**src/rtl/i2c_target_pkg.sv**
```systemverilog
// Shared types and constants for the system-clocked I2C target register file.
// Contents:
//   i2c_state_t        - protocol FSM state encoding
//   I2C_ACK / I2C_NACK - SDA level of the 9th (acknowledge) bit
//   RW_WRITE / RW_READ - value of the R/W bit in the address byte
package i2c_target_pkg;

  typedef enum logic [3:0] {
    ST_IDLE      = 4'd0,
    ST_ADDR      = 4'd1,
    ST_ADDR_ACK  = 4'd2,
    ST_PTR       = 4'd3,
    ST_PTR_ACK   = 4'd4,
    ST_WDATA     = 4'd5,
    ST_WDATA_ACK = 4'd6,
    ST_RDATA     = 4'd7,
    ST_RDATA_ACK = 4'd8,
    ST_WAIT_BUS  = 4'd9
  } i2c_state_t;

  localparam logic I2C_ACK  = 1'b0;
  localparam logic I2C_NACK = 1'b1;

  localparam logic RW_WRITE = 1'b0;
  localparam logic RW_READ  = 1'b1;

endpackage

```
**src/rtl/i2c_bus_cond.sv**
```systemverilog
// I2C pad conditioning: 2-flop synchroniser and glitch filter on SCL/SDA,
// followed by edge and START/STOP detection on the filtered levels.
// Ports:
//   clk, rst            - system clock, synchronous active-high reset
//   scl_raw, sda_raw    - asynchronous pad inputs
//   scl_rise, scl_fall  - 1-cycle pulses on filtered SCL edges
//   sda_f               - filtered SDA level
//   start_det, stop_det - 1-cycle pulses: SDA falls / rises while SCL high
module i2c_bus_cond #(
  parameter int FILT_CYCLES = 3
) (
  input  logic clk,
  input  logic rst,
  input  logic scl_raw,
  input  logic sda_raw,
  output logic scl_rise,
  output logic scl_fall,
  output logic sda_f,
  output logic start_det,
  output logic stop_det
);

  localparam int CNT_W = (FILT_CYCLES > 1) ? $clog2(FILT_CYCLES) : 1;

  // Bit 1 = SCL, bit 0 = SDA. Idle bus is high, so everything resets to 1.
  logic [1:0] meta;
  logic [1:0] sync;
  logic [1:0] filt;
  logic [1:0] filt_d;

  always_ff @(posedge clk) begin
    if (rst) begin
      meta   <= '1;
      sync   <= '1;
      filt_d <= '1;
    end else begin
      meta   <= {scl_raw, sda_raw};
      sync   <= meta;
      filt_d <= filt;
    end
  end

  // A new level is accepted only after FILT_CYCLES consecutive samples differ
  // from the current filtered level; any return to the old level restarts.
  for (genvar g = 0; g < 2; g++) begin : g_filt
    logic [CNT_W-1:0] cnt;
    always_ff @(posedge clk) begin
      if (rst) begin
        cnt     <= '0;
        filt[g] <= 1'b1;
      end else if (sync[g] == filt[g]) begin
        cnt <= '0;
      end else if (cnt == CNT_W'(FILT_CYCLES - 1)) begin
        cnt     <= '0;
        filt[g] <= sync[g];
      end else begin
        cnt <= cnt + 1'b1;
      end
    end
  end

  assign scl_rise  =  filt[1] & ~filt_d[1];
  assign scl_fall  = ~filt[1] &  filt_d[1];
  assign sda_f     =  filt[0];
  assign start_det =  filt[1] & filt_d[1] &  filt_d[0] & ~filt[0];
  assign stop_det  =  filt[1] & filt_d[1] & ~filt_d[0] &  filt[0];

endmodule

```
**src/rtl/i2c_target_regfile.sv**
```systemverilog
// System-clocked I2C target with a DEPTH x 8-bit register file.
// Protocol: START, {DEV_ADDR, R/W}, then for writes a register pointer byte
// followed by data bytes (auto-increment, wrapping at DEPTH-1); for reads the
// bytes at the current pointer are returned until the master NACKs.
// Optional feature: define I2C_TIMEOUT_EN to abort a transfer when SCL is held
// low for TIMEOUT_CYCLES system clocks.
// Ports:
//   CLK_IN, RESET_IN - system clock (>= 8x SCL), synchronous active-high reset
//   SCL_IN, SDA_IN   - raw pad inputs
//   SDA_OE           - 1 = pull SDA low
//   HOST_RADDR/RDATA - host read port, 1-cycle registered latency
//   WR_STROBE/WR_ADDR- pulse and index for every register written over I2C
//   BUSY             - transfer in progress (state != IDLE)
module i2c_target_regfile
  import i2c_target_pkg::*;
#(
  parameter logic [6:0] DEV_ADDR       = 7'h50,
  parameter int         DEPTH          = 16,
  parameter int         FILT_CYCLES    = 3,
  parameter int         TIMEOUT_CYCLES = 100000,
  localparam int        PTR_W          = (DEPTH > 2) ? $clog2(DEPTH) : 1
) (
  input  logic             CLK_IN,
  input  logic             RESET_IN,
  input  logic             SCL_IN,
  input  logic             SDA_IN,
  output logic             SDA_OE,
  input  logic [PTR_W-1:0] HOST_RADDR,
  output logic [7:0]       HOST_RDATA,
  output logic             WR_STROBE,
  output logic [PTR_W-1:0] WR_ADDR,
  output logic             BUSY
);

  // Storage is rounded up to a power of two so every pointer value indexes a
  // real entry; entries at or above DEPTH are never written and stay zero.
  localparam int unsigned NREG = 1 << PTR_W;

  logic scl_rise, scl_fall, sda_f, start_det, stop_det;
  logic timeout_hit;

  i2c_state_t       state;
  logic [PTR_W-1:0] ptr;
  logic [7:0]       shift;
  logic [2:0]       bit_cnt;
  logic             byte_done;
  logic             rw;
  logic             ack_rx;
  logic [7:0]       regs [NREG];

  i2c_bus_cond #(
    .FILT_CYCLES (FILT_CYCLES)
  ) u_bus_cond (
    .clk       (CLK_IN),
    .rst       (RESET_IN),
    .scl_raw   (SCL_IN),
    .sda_raw   (SDA_IN),
    .scl_rise  (scl_rise),
    .scl_fall  (scl_fall),
    .sda_f     (sda_f),
    .start_det (start_det),
    .stop_det  (stop_det)
  );

  function automatic logic [PTR_W-1:0] ptr_inc(input logic [PTR_W-1:0] p);
    return (p == PTR_W'(DEPTH - 1)) ? '0 : p + 1'b1;
  endfunction

  // Bits are sampled on scl_rise; byte_done marks that the 8th bit has been
  // sampled so the decision and any SDA change happen on the following
  // scl_fall, keeping SDA stable while SCL is high.
  always_ff @(posedge CLK_IN) begin
    if (RESET_IN) begin
      state     <= ST_IDLE;
      ptr       <= '0;
      shift     <= '0;
      bit_cnt   <= '0;
      byte_done <= 1'b0;
      rw        <= RW_WRITE;
      ack_rx    <= I2C_NACK;
      SDA_OE    <= 1'b0;
      WR_STROBE <= 1'b0;
      WR_ADDR   <= '0;
      for (int unsigned i = 0; i < NREG; i++) regs[PTR_W'(i)] <= '0;
    end else begin
      WR_STROBE <= 1'b0;
      if (stop_det || timeout_hit) begin
        state     <= ST_IDLE;
        SDA_OE    <= 1'b0;
        byte_done <= 1'b0;
      end else if (start_det) begin
        state     <= ST_ADDR;
        SDA_OE    <= 1'b0;
        bit_cnt   <= '0;
        byte_done <= 1'b0;
      end else if (scl_rise) begin
        case (state)
          ST_ADDR, ST_PTR, ST_WDATA: begin
            shift   <= {shift[6:0], sda_f};
            bit_cnt <= bit_cnt + 1'b1;
            if (bit_cnt == 3'd7) byte_done <= 1'b1;
          end
          ST_RDATA: begin
            bit_cnt <= bit_cnt + 1'b1;
            if (bit_cnt == 3'd7) byte_done <= 1'b1;
          end
          ST_RDATA_ACK: ack_rx <= sda_f;
          default: ;
        endcase
      end else if (scl_fall) begin
        case (state)
          ST_ADDR: begin
            if (byte_done) begin
              byte_done <= 1'b0;
              if (shift[7:1] == DEV_ADDR) begin
                rw     <= shift[0];
                SDA_OE <= 1'b1;
                state  <= ST_ADDR_ACK;
              end else begin
                SDA_OE <= 1'b0;
                state  <= ST_WAIT_BUS;
              end
            end
          end
          ST_ADDR_ACK: begin
            bit_cnt <= '0;
            if (rw == RW_READ) begin
              shift  <= regs[ptr];
              SDA_OE <= ~regs[ptr][7];
              state  <= ST_RDATA;
            end else begin
              SDA_OE <= 1'b0;
              state  <= ST_PTR;
            end
          end
          ST_PTR: begin
            if (byte_done) begin
              byte_done <= 1'b0;
              if ({1'b0, shift} < 9'(DEPTH)) begin
                ptr    <= shift[PTR_W-1:0];
                SDA_OE <= 1'b1;
                state  <= ST_PTR_ACK;
              end else begin
                SDA_OE <= 1'b0;
                state  <= ST_WAIT_BUS;
              end
            end
          end
          ST_PTR_ACK, ST_WDATA_ACK: begin
            SDA_OE  <= 1'b0;
            bit_cnt <= '0;
            state   <= ST_WDATA;
          end
          ST_WDATA: begin
            if (byte_done) begin
              byte_done  <= 1'b0;
              regs[ptr]  <= shift;
              WR_STROBE  <= 1'b1;
              WR_ADDR    <= ptr;
              ptr        <= ptr_inc(ptr);
              SDA_OE     <= 1'b1;
              state      <= ST_WDATA_ACK;
            end
          end
          ST_RDATA: begin
            if (byte_done) begin
              byte_done <= 1'b0;
              SDA_OE    <= 1'b0;
              state     <= ST_RDATA_ACK;
            end else begin
              shift  <= {shift[6:0], 1'b0};
              SDA_OE <= ~shift[6];
            end
          end
          ST_RDATA_ACK: begin
            // The pointer advances past every transmitted byte, so a read
            // after a NACK resumes at the byte following the last one sent.
            ptr <= ptr_inc(ptr);
            if (ack_rx == I2C_ACK) begin
              shift   <= regs[ptr_inc(ptr)];
              SDA_OE  <= ~regs[ptr_inc(ptr)][7];
              bit_cnt <= '0;
              state   <= ST_RDATA;
            end else begin
              SDA_OE <= 1'b0;
              state  <= ST_WAIT_BUS;
            end
          end
          default: ;
        endcase
      end
    end
  end

  always_ff @(posedge CLK_IN) begin
    if (RESET_IN) HOST_RDATA <= '0;
    else          HOST_RDATA <= regs[HOST_RADDR];
  end

  assign BUSY = (state != ST_IDLE);

`ifdef I2C_TIMEOUT_EN
  localparam int TO_W = $clog2(TIMEOUT_CYCLES + 1);

  logic            scl_lvl;
  logic [TO_W-1:0] to_cnt;

  always_ff @(posedge CLK_IN) begin
    if (RESET_IN) begin
      scl_lvl <= 1'b1;
      to_cnt  <= '0;
    end else begin
      if (scl_rise)      scl_lvl <= 1'b1;
      else if (scl_fall) scl_lvl <= 1'b0;
      if (scl_lvl || (state == ST_IDLE) || timeout_hit) to_cnt <= '0;
      else                                              to_cnt <= to_cnt + 1'b1;
    end
  end

  assign timeout_hit = (to_cnt == TO_W'(TIMEOUT_CYCLES));
`else
  assign timeout_hit = 1'b0;
`endif

endmodule

```
**config.mk**
```make
export PLATFORM = sky130hd
export DESIGN_NAME = i2c_target_regfile
export DESIGN_NICKNAME = d
export VERILOG_FILES = /design/src/rtl/i2c_target_pkg.sv /design/src/rtl/i2c_bus_cond.sv /design/src/rtl/i2c_target_regfile.sv
export SDC_FILE = /design/constraint.sdc
export NUM_CORES = 1
export LEC_CHECK = 0
export BUFFER_PORTS_ARGS = -buffer_cell sky130_fd_sc_hd__buf_2
export CORE_ASPECT_RATIO = 1.75
export CORE_MARGIN = 4
export CORE_UTILIZATION = 50
export CTS_BUF_LIST = sky130_fd_sc_hd__clkbuf_8
export CTS_CLUSTER_DIAMETER = 40
export DETAILED_ROUTE_END_ITERATION = 16
export PLACE_DENSITY = 0.66
export SLEW_MARGIN = 25
export SYNTH_ARGS = -nofsm -noshare
export SYNTH_HDL_FRONTEND = slang
export SYNTH_SLANG_ARGS = --single-unit
export TNS_END_PERCENT = 100
```
**constraint.sdc**
```tcl
create_clock -name CLK_IN -period 3.1 [get_ports CLK_IN]
set_input_delay 0.155 -clock CLK_IN [delete_from_list [all_inputs] [get_ports CLK_IN]]
set_output_delay 0.155 -clock CLK_IN [all_outputs]
set_load 0.02 [all_outputs]
```
After elaboration in Yosys (flattened, before gate mapping)
Memory sizes are Yosys's and may differ from the RTL's. A register that Yosys moved wholly into a read port is not among the register bits.
Cells that the tools add are included.
- reductions and logical operators: 30
- add/sub/neg operators: 4
- eq/ne operators: 34
- shift operators: 0
- mux-type cells: 59
- multiply operators: 0
- bitwise logic cells: 19
- $lt $le $gt $ge: 1
- div/mod/pow operators: 0
- operators by type and width (operator ; number):
    4-bit 2-to-1 mux ; 14
    8-bit 2-to-1 mux ; 7
    4-bit case mux with 7 select lines ; 1
    1-bit 2-to-1 mux ; 27
    8-bit case mux with 3 select lines ; 1
    3-bit != test, second input constant ; 7
    7-bit AND reduction ; 3
    3-bit 2-to-1 mux ; 6
    4-bit by 3-bit == test with 1-bit output, second input constant ; 4
    8-bit AND reduction ; 2
    3-bit OR reduction ; 5
    2-bit != test, second input constant ; 7
    1-bit inverter ; 12
    4-bit case mux with 3 select lines ; 1
    6-bit AND reduction ; 2
    4-bit nonzero test ; 3
    4-bit by 2-bit == test with 1-bit output, second input constant ; 2
    4-bit == test, second input constant ; 2
    8-bit by 5-bit less-than comparator with 1-bit output, second input constant ; 1
    4-bit AND reduction ; 2
    8-bit nonzero test ; 1
    8-bit OR reduction ; 1
    1-bit bitwise AND ; 7
    7-bit == test, second input constant ; 1
    19 further kinds ; 28
- output and inout port bits: 15
- memory bits (writable): 128
- input bits: 8
- bits in read-only memories: 0
- bits in registers: 40
- memories: 1
- latch bits: 0
- memory list (memory ; words ; bits a word ; rd ports ; clocked after memory_dff ; wr ports ; RTL line ; text):
    regs ; 16 ; 8 ; 3 ; 2 ; 16 ; i2c_target_regfile.sv:49 ; logic [7:0] regs [NREG];

Depth between registers and ports, before layout
Gate-level depths: netlist (run 1).
- depth in word-level cells: 10
- depth in mapped cells: 10
- depth with buffers taken out: 8

Modules after synthesis
A second synthesis (run 1) with hierarchy kept.
- cells, all modules: 853
- area total of the unflattened synthesis: 10744.1 µm²
- modules (own cells, without submodules) (module ; seq. area each (µm²) ; cells each ; area an instance (µm²) ; times used):
    i2c_target_regfile ; 4644.5 ; 815 ; 10323.7 ; 1
    i2c_bus_cond ; 240.2 ; 38 ; 420.4 ; 1

Worst setup path after synthesis (run 1)
No wires, ideal clock.
- path kind: register -> register
- from: register u_bus_cond.filt_d[1]
- to: memory regs[12][0] (enable)
- cell stages (with the launch flop): 11
- data required time: 2774 ps
- arrival time: 2069 ps
- setup slack: 705 ps
- cells stage by stage: dfxtp_1 > inv_1 > ha_1 > clkbuf_1 > nand2b_1 > or4_4 > inv_2 > and3_1 > buf_4 > buf_4 > a21o_1
- RTL lines (what ; RTL line ; text):
    start: declaration ; i2c_bus_cond.sv:29 ; logic [1:0] filt_d;
    start signal: assignment ; i2c_bus_cond.sv:39 ; filt_d <= filt;
    end: declaration ; i2c_target_regfile.sv:49 ;

==> results of run 1 <==
## timing repair
| action | 4_1_cts | 5_1_grt |
|---|---|---|
| hold buffers | 3 | 0 |
| gates resized for setup | 0 | 0 |
| buffers inserted | 0 | 0 |
| endpoints found under the hold margin | 3 | 0 |
## worst paths after layout
check,from,end,slack [ns],depth (start not counted)
worst max register to register,u_bus_cond.filt[1],regs[15][7],0.43,7
worst min register to register,u_bus_cond.meta[0],u_bus_cond.sync[0],0.42,1
worst min-delay path,HOST_RADDR[3],HOST_RDATA[0],0.25,3
worst max-delay path,u_bus_cond.filt[1],regs[15][7],0.43,7
## registers in the layout, summed over array words and instances (netlist names), 3 cells and up, named ones only
| register | count |
|---|---|
| u_bus_cond.g_filt.cnt | 4 |
| HOST_RDATA | 8 |
| bit_cnt | 3 |
| regs | 128 |
| ptr | 4 |
| state | 4 |
| WR_ADDR | 4 |
| shift | 8 |
## cell usage in the layout (no fill, tap or decap), types with 5 or more instances in the layout
master                     instances
sky130_fd_sc_hd__a211oi_1          6
sky130_fd_sc_hd__a21o_1           21
sky130_fd_sc_hd__a21oi_1          36
sky130_fd_sc_hd__a22oi_1          13
sky130_fd_sc_hd__and2_1           11
sky130_fd_sc_hd__and3_1          131
sky130_fd_sc_hd__buf_2            22
sky130_fd_sc_hd__buf_4            45
sky130_fd_sc_hd__clkbuf_8         17
sky130_fd_sc_hd__dfxtp_1          51
sky130_fd_sc_hd__edfxtp_1        128
sky130_fd_sc_hd__ha_1             11
sky130_fd_sc_hd__inv_1            15
sky130_fd_sc_hd__mux2_2           10
sky130_fd_sc_hd__mux2i_1          28
sky130_fd_sc_hd__mux4_2           97
sky130_fd_sc_hd__nand2_1          23
sky130_fd_sc_hd__nand2b_1          8
sky130_fd_sc_hd__nand3_1           9
sky130_fd_sc_hd__nand4_1           6
sky130_fd_sc_hd__nor2_1           29
sky130_fd_sc_hd__nor2b_1           6
sky130_fd_sc_hd__nor3_1            7
sky130_fd_sc_hd__o211ai_1          5
sky130_fd_sc_hd__o21ai_0          23
sky130_fd_sc_hd__or2_2             7
sky130_fd_sc_hd__or3_1             5
## layout make-up
| cell class | count | area [um2] | area share, % |
|---|---|---|---|
| timing repair buffer | 73 | 538 | 4.65 |
| tap | 252 | 315 | 2.73 |
| clock inverter | 15 | 141 | 1.22 |
| sequential | 180 | 4890 | 42.2 |
| inverter | 17 | 63.8 | 0.552 |
| multi-input combinational | 565 | 5390 | 46.6 |
| clock buffer | 17 | 234 | 2.02 |
## stage by stage
step | cell area [um2] | power [mW] | util (%) | setup slack [ns]
global route | 11600 | 4.69 | 55.0 | 0.283
global placement | 11200 | 3.04 | 53.1 | 0.530
finish | 11600 | 4.54 | 55.0 | 0.429
floorplan | 10800 | 2.94 | - | 0.705
detailed placement | 11200 | 3.05 | 53.1 | 0.423
CTS | 11600 | 4.57 | 55.0 | 0.409
## cells by family (layout without fill, tap and decap cells)
family	after synthesis	after routing
AO/OA/AOI/OAI	148	148
XOR/XNOR	5	5
adder cells (fa/ha/maj)	11	11
buffers and inverters	114	122
flip-flops	180	180
multiplexers	135	135
AND/OR/NAND/NOR	266	266
## power by group through the flow
stage / Combinational [mW] / Clock, mW / Sequential, mW
finish: 0.301 / 1.55 / 2.69
global placement: 0.293 / 0 / 2.74
floorplan: 0.208 / 0 / 2.73
global route: 0.317 / 1.67 / 2.70
CTS: 0.302 / 1.57 / 2.69
detailed placement: 0.298 / 0 / 2.75
## critical path, delay by kind of cell (launching register included)
kind,cells,cell delay (ns)
adder cells (fa/ha/maj),1,0.26
AND/OR/NAND/NOR,2,0.97
AO/OA/AOI/OAI,2,0.53
buffers and inverters,2,0.21
flip-flops,1,0.36
## routing by layer
metal	wire length (um)	vias up	global-route usage (%)
met5	13	-	0
met4	2240	2	17.9
met3	2330	130	4.03
met2	16800	461	48.0
met1	10300	3919	29.0
li1	-	3365	-
==> flow_summary.yaml, run 1 <==
yosys:
  synth.yosys.seq_area_share_pct: 45.4
  synthSimpleGateAreaFrac_pct: 14.6
  postSynthNetCount: 878
  synth-warning-count: 0
  synthXorXnorAreaFrac_pct: 0.407
  synth_top_family_by_area: "multiplexers"
  mappedNetlistArea_um2: 10800
  yosysMostFrequentCell: "sky130_fd_sc_hd__and3_1"
  synth_flop_cell: "sky130_fd_sc_hd__edfxtp_1"
  post_synth_inst_count: 859
  synth-seq-cells: 180
  synthMuxAreaShare_pct: 24.0
  post_synth_num_cell_types: 77
  synth.top_cells.by_area: "sky130_fd_sc_hd__edfxtp_1 (36%), sky130_fd_sc_hd__mux4_2 (20%), sky130_fd_sc_hd__dfxtp_1 (9.7%)"
  synth_common_cells: "sky130_fd_sc_hd__and3_1 (131), sky130_fd_sc_hd__edfxtp_1 (128), sky130_fd_sc_hd__mux4_2 (97)"
  synth_adder_area_share_pct: 1.28
  synth_largest_area_cell: "sky130_fd_sc_hd__edfxtp_1"
  count_of_flip_flops_with_a_built_in_enable_after_synthesis: 128
  synth_async_sr_flop_share_pct: 0
  avgSynthCellArea_um2: 12.5
  synth_compound_gate_area_share_pct: 9.58
  synth.top_cell.area_share_pct: 35.7
setup_path:
  timing.setup.critical_path_class: "reg -> reg"
  cp.arrival_ns: 2.83
  critPathCaptureType: "register"
  timing.critical_path.cells: "ha_1 -> inv_1 -> o31ai_1 -> or4_4 -> inv_2 -> and3_1 -> a21o_1"
  worst_setup_path_start_kind: "register"
  crit_path_top_delay_cell: "sky130_fd_sc_hd__or4_4"
  critical_path_peak_fanout: 11
  critical_path.max_stage_delay_ns: 0.61
  cp.required_ns: 3.25
clocking:
  inserted_clock_buffers: 17
  worst_setup_hold_path_clk_slew_ns: 0.10
  h-tree-depth: 4
  clock_insertion_delay_worst_skew_ns: 0.49
  cell_at_the_root_of_the_clock_tree: "sky130_fd_sc_hd__clkbuf_8"
  cts_tree: "built"
  max-clock-path-buffers: 2
  clkSinkCount: 180
die:
  floorplan.io_pins: 23
  fp.coreArea_um2: 21000
  floorplan.initialDensity_pct: 51.2
  floorplan.die_area_um2: 24000
  die_w_um: 119
  std_cell_rows: 70
  die_h_um: 202
pwr:
  pwr_density_cell_nw_per_um2: 393
  cellLeakagePower_nw: 4.73
  swShare_pct: 25.7
  pwr-share-seq_pct: 59.3
  clockPowerShare_pct: 34.0
  ir_drop_worst_vdd_mv: 0.259
  net-switching-power_mw: 1.17
  internal_power_mw: 3.38
  power.combinational.fraction_pct: 6.6
drt:
  drt.antenna.violating_nets: 0
  pre_antenna_drt_iters: 5
  drt_first_iter_violations: 902
  wl_per_cell_um: 28.4
  drc: 0
  vias: 7877
  drt_wl_total_um: 31700
  avgViaCountPerCell: 7.04
finish:
  insertedDiodeCount: 0
  area_growth_pct: 7.49
  final_layout_size_suffix_gt1_share_pct: 27.0
  num-fill-cells: 1746
  layoutNonFillerInstCount: 1119
  finish.net_count: 873
job:
  maxCapViolations: 0
placement:
  place.detailed.hpwl_um: 23300
  place.gp.congestion: 0.931
  place_inst: 1084
  number_of_i_o_port_buffers: 22
sta:
  relSlewSlack_pct: 36.1
  fmax_ghz: 0.374
  report.final.setup_viol: 0
  report.final.hold_viol_count: 0
  max_slew.worst_pin.slew_ns: 0.957
  whs_ns: 0.247
  min_period_over_period_pct: 86.2
  setup-tns-final_ns: 0
  worst_clock_skew_ns: 0.0130
  grt_setup_unrepaired: "false"
  drv_slew: 0
  period_minus_slack_ns: 2.67
global_routing:
  grt_first_pass_wirelength_um: 48100
  vias_in_the_first_global_route: 8032
  gr-usage-all-layers_pct: 26.8
  largest_net_degree_at_the_start_of_global_routing: 39
  grt-ovfl-total: 0
  antenna_violations_before_repair: 1
outcome:
  result_of_the_run: "finished, final reports clean"
worst_hold_path:
  timing.hold.worst.class: "in -> reg"
Note: power is estimated with default switching activity, not from simulation.
==> inputs of run 2 (changes only) <==
--- a/config.mk
+++ b/config.mk
@@ -9,7 +9,7 @@
 export CORE_ASPECT_RATIO = 1.75
 export CORE_MARGIN = 4
 export CORE_UTILIZATION = 50
-export CTS_BUF_LIST = sky130_fd_sc_hd__clkbuf_8
+export CTS_BUF_LIST = sky130_fd_sc_hd__clkbuf_16
 export CTS_CLUSTER_DIAMETER = 40
 export DETAILED_ROUTE_END_ITERATION = 16
 export PLACE_DENSITY = 0.66
==> run 2 against run 1 <==
Compared with the run above: cell count barely moved; register-to-register slack about the same; maximum frequency decreased by 0.10%; count of clock-buffer cells in the layout unchanged; global-route usage rose by 0.10 points; critical endpoint is now regs[13][0]; largest cell class unchanged.
==> flow_summary.yaml, run 2 (synthesis gave the netlist of run 1 again) <==
outcome:
  result_of_the_run: "finished, final reports clean"
clocking:
  cts_tree: "built"
  max-clock-path-buffers: 2
  worst_setup_hold_path_clk_slew_ns: 0.07
  clkSinkCount: 180
  cell_at_the_root_of_the_clock_tree: "sky130_fd_sc_hd__clkbuf_16"
  inserted_clock_buffers: 17
  clock_insertion_delay_worst_skew_ns: 0.44
  post_cts_resized: 0
  h-tree-depth: 4
die:
  die_w_um: 119
  fp.coreArea_um2: 21000
  floorplan.die_area_um2: 24000
  die_h_um: 202
  floorplan.initialDensity_pct: 51.2
  std_cell_rows: 70
  floorplan.io_pins: 23
drt:
  drc: 0
  drt_first_iter_violations: 887
  wl_per_cell_um: 28.4
  vias: 7869
  pre_antenna_drt_iters: 6
  drt.antenna.violating_nets: 0
  avgViaCountPerCell: 7.04
  drt_wl_total_um: 31700
finish:
  insertedDiodeCount: 0
  area_growth_pct: 9.17
  layoutNonFillerInstCount: 1118
  final_common_cell: "sky130_fd_sc_hd__and3_1"
  final_layout_size_suffix_gt1_share_pct: 27.0
  num-fill-cells: 1720
  finish.net_count: 872
  finalInstanceArea_um2: 11700
  layout.cells.most_common_list: "sky130_fd_sc_hd__and3_1 (131), sky130_fd_sc_hd__edfxtp_1 (128), sky130_fd_sc_hd__mux4_2 (97)"
  max_flop_register: "regs"
  largestRegisters: "regs (128), HOST_RDATA (8), shift (8)"
  max_reg_flops: 128
sta:
  max_slew.worst_pin.slew_ns: 0.966
  period_minus_slack_ns: 2.67
  postLayoutSetupSlackWorst_ns: 0.426
  fmax_ghz: 0.374
  report.final.hold_viol_count: 0
  relSlewSlack_pct: 34.9
  grt_setup_unrepaired: "false"
  min_period_over_period_pct: 86.3
  report.final.setup_viol: 0
  worst_clock_skew_ns: 0.00852
  drv_slew: 0
  setup-tns-final_ns: 0
global_routing:
  vias_in_the_first_global_route: 8059
  largest_net_degree_at_the_start_of_global_routing: 39
  grt-ovfl-total: 0
  gr-usage-all-layers_pct: 26.9
  antenna_violations_before_repair: 0
  grt_first_pass_wirelength_um: 48500
pwr:
  ir_drop_worst_vdd_mv: 0.405
  power_mw: 5.08
  pwr_density_cell_nw_per_um2: 433
  cellLeakagePower_nw: 4.81
worst_hold_path:
  holdPathStages: 4
  timing.hold.worst.class: "in -> reg"
placement:
  number_of_i_o_port_buffers: 22
  place_area_um2: 11200
  place_inst: 1084
  place.gp.congestion: 0.931
  place.detailed.hpwl_um: 23300
  dpl_worst_slack_ns: 0.423
setup_path:
  critical_path_peak_fanout: 11
  worst_setup_path_start_kind: "register"
  timing.setup.critical_path_class: "reg -> reg"
  cp.required_ns: 3.20
  cp.arrival_ns: 2.78
  critPathCaptureType: "register"
  ff2ff_path_depth: 7
job:
  maxCapViolations: 0
[run 2: layout make-up]
class	count	area, um2	share of cell area [%]
multi-input cells	565	5390	45.9
inverters	17	63.8	0.543
repair buffers	72	528	4.49
well taps	252	315	2.68
clock buffers	17	425	3.62
clock inverters	15	141	1.20
flip-flops and latches	180	4890	41.6
[run 2: final timing paths]
check	startpoint	to	slack (ns)
worst max-delay path	u_bus_cond.filt[1]	regs[13][0]	0.43
worst min-delay path	RESET_IN	state[0]	0.06
worst max register to register	u_bus_cond.filt[1]	regs[13][0]	0.43
worst min register to register	u_bus_cond.meta[0]	u_bus_cond.sync[0]	0.41
[run 2: what timing repair did]
action	in CTS	in global routing
hold buffers	2	0
hold endpoints to repair	2	0
buffers inserted	0	0
[run 2: per-stage QoR]
| stage | util (%) | hold slack, ns |
|---|---|---|
| floorplan | - | 0.259 |
| global route | 55.9 | 0.0852 |
| CTS | 55.9 | 0.0348 |
| finish | 55.9 | 0.0616 |
| global placement | 53.1 | 0.339 |
| detailed placement | 53.1 | 0.342 |
[run 2: power by group]
group	internal (mW)	switching [mW]
Clock	1.06	1.03
Combinational	0.149	0.152
Sequential	2.64	0.0587
[run 2: critical path, stage by stage, from the launching register on]
cell and delay (ns):
sky130_fd_sc_hd__dfxtp_1 0.35, sky130_fd_sc_hd__ha_1 0.26, sky130_fd_sc_hd__inv_1 0.12, sky130_fd_sc_hd__o31ai_1 0.11
sky130_fd_sc_hd__or4_4 0.61, sky130_fd_sc_hd__inv_2 0.09, sky130_fd_sc_hd__and3_1 0.36, sky130_fd_sc_hd__a21o_1 0.43
[run 2: metal layers]
layer | wire length [um] | vias to the layer above | track usage, % | part of all wire, %
li1 | - | 3368 | - | -
met1 | 10400 | 3896 | 29.5 | 33
met2 | 17000 | 477 | 48.2 | 54
met3 | 2240 | 128 | 4.17 | 7.1
met4 | 2090 | 0 | 16.9 | 6.6
met5 | 0 | - | 0 | 0
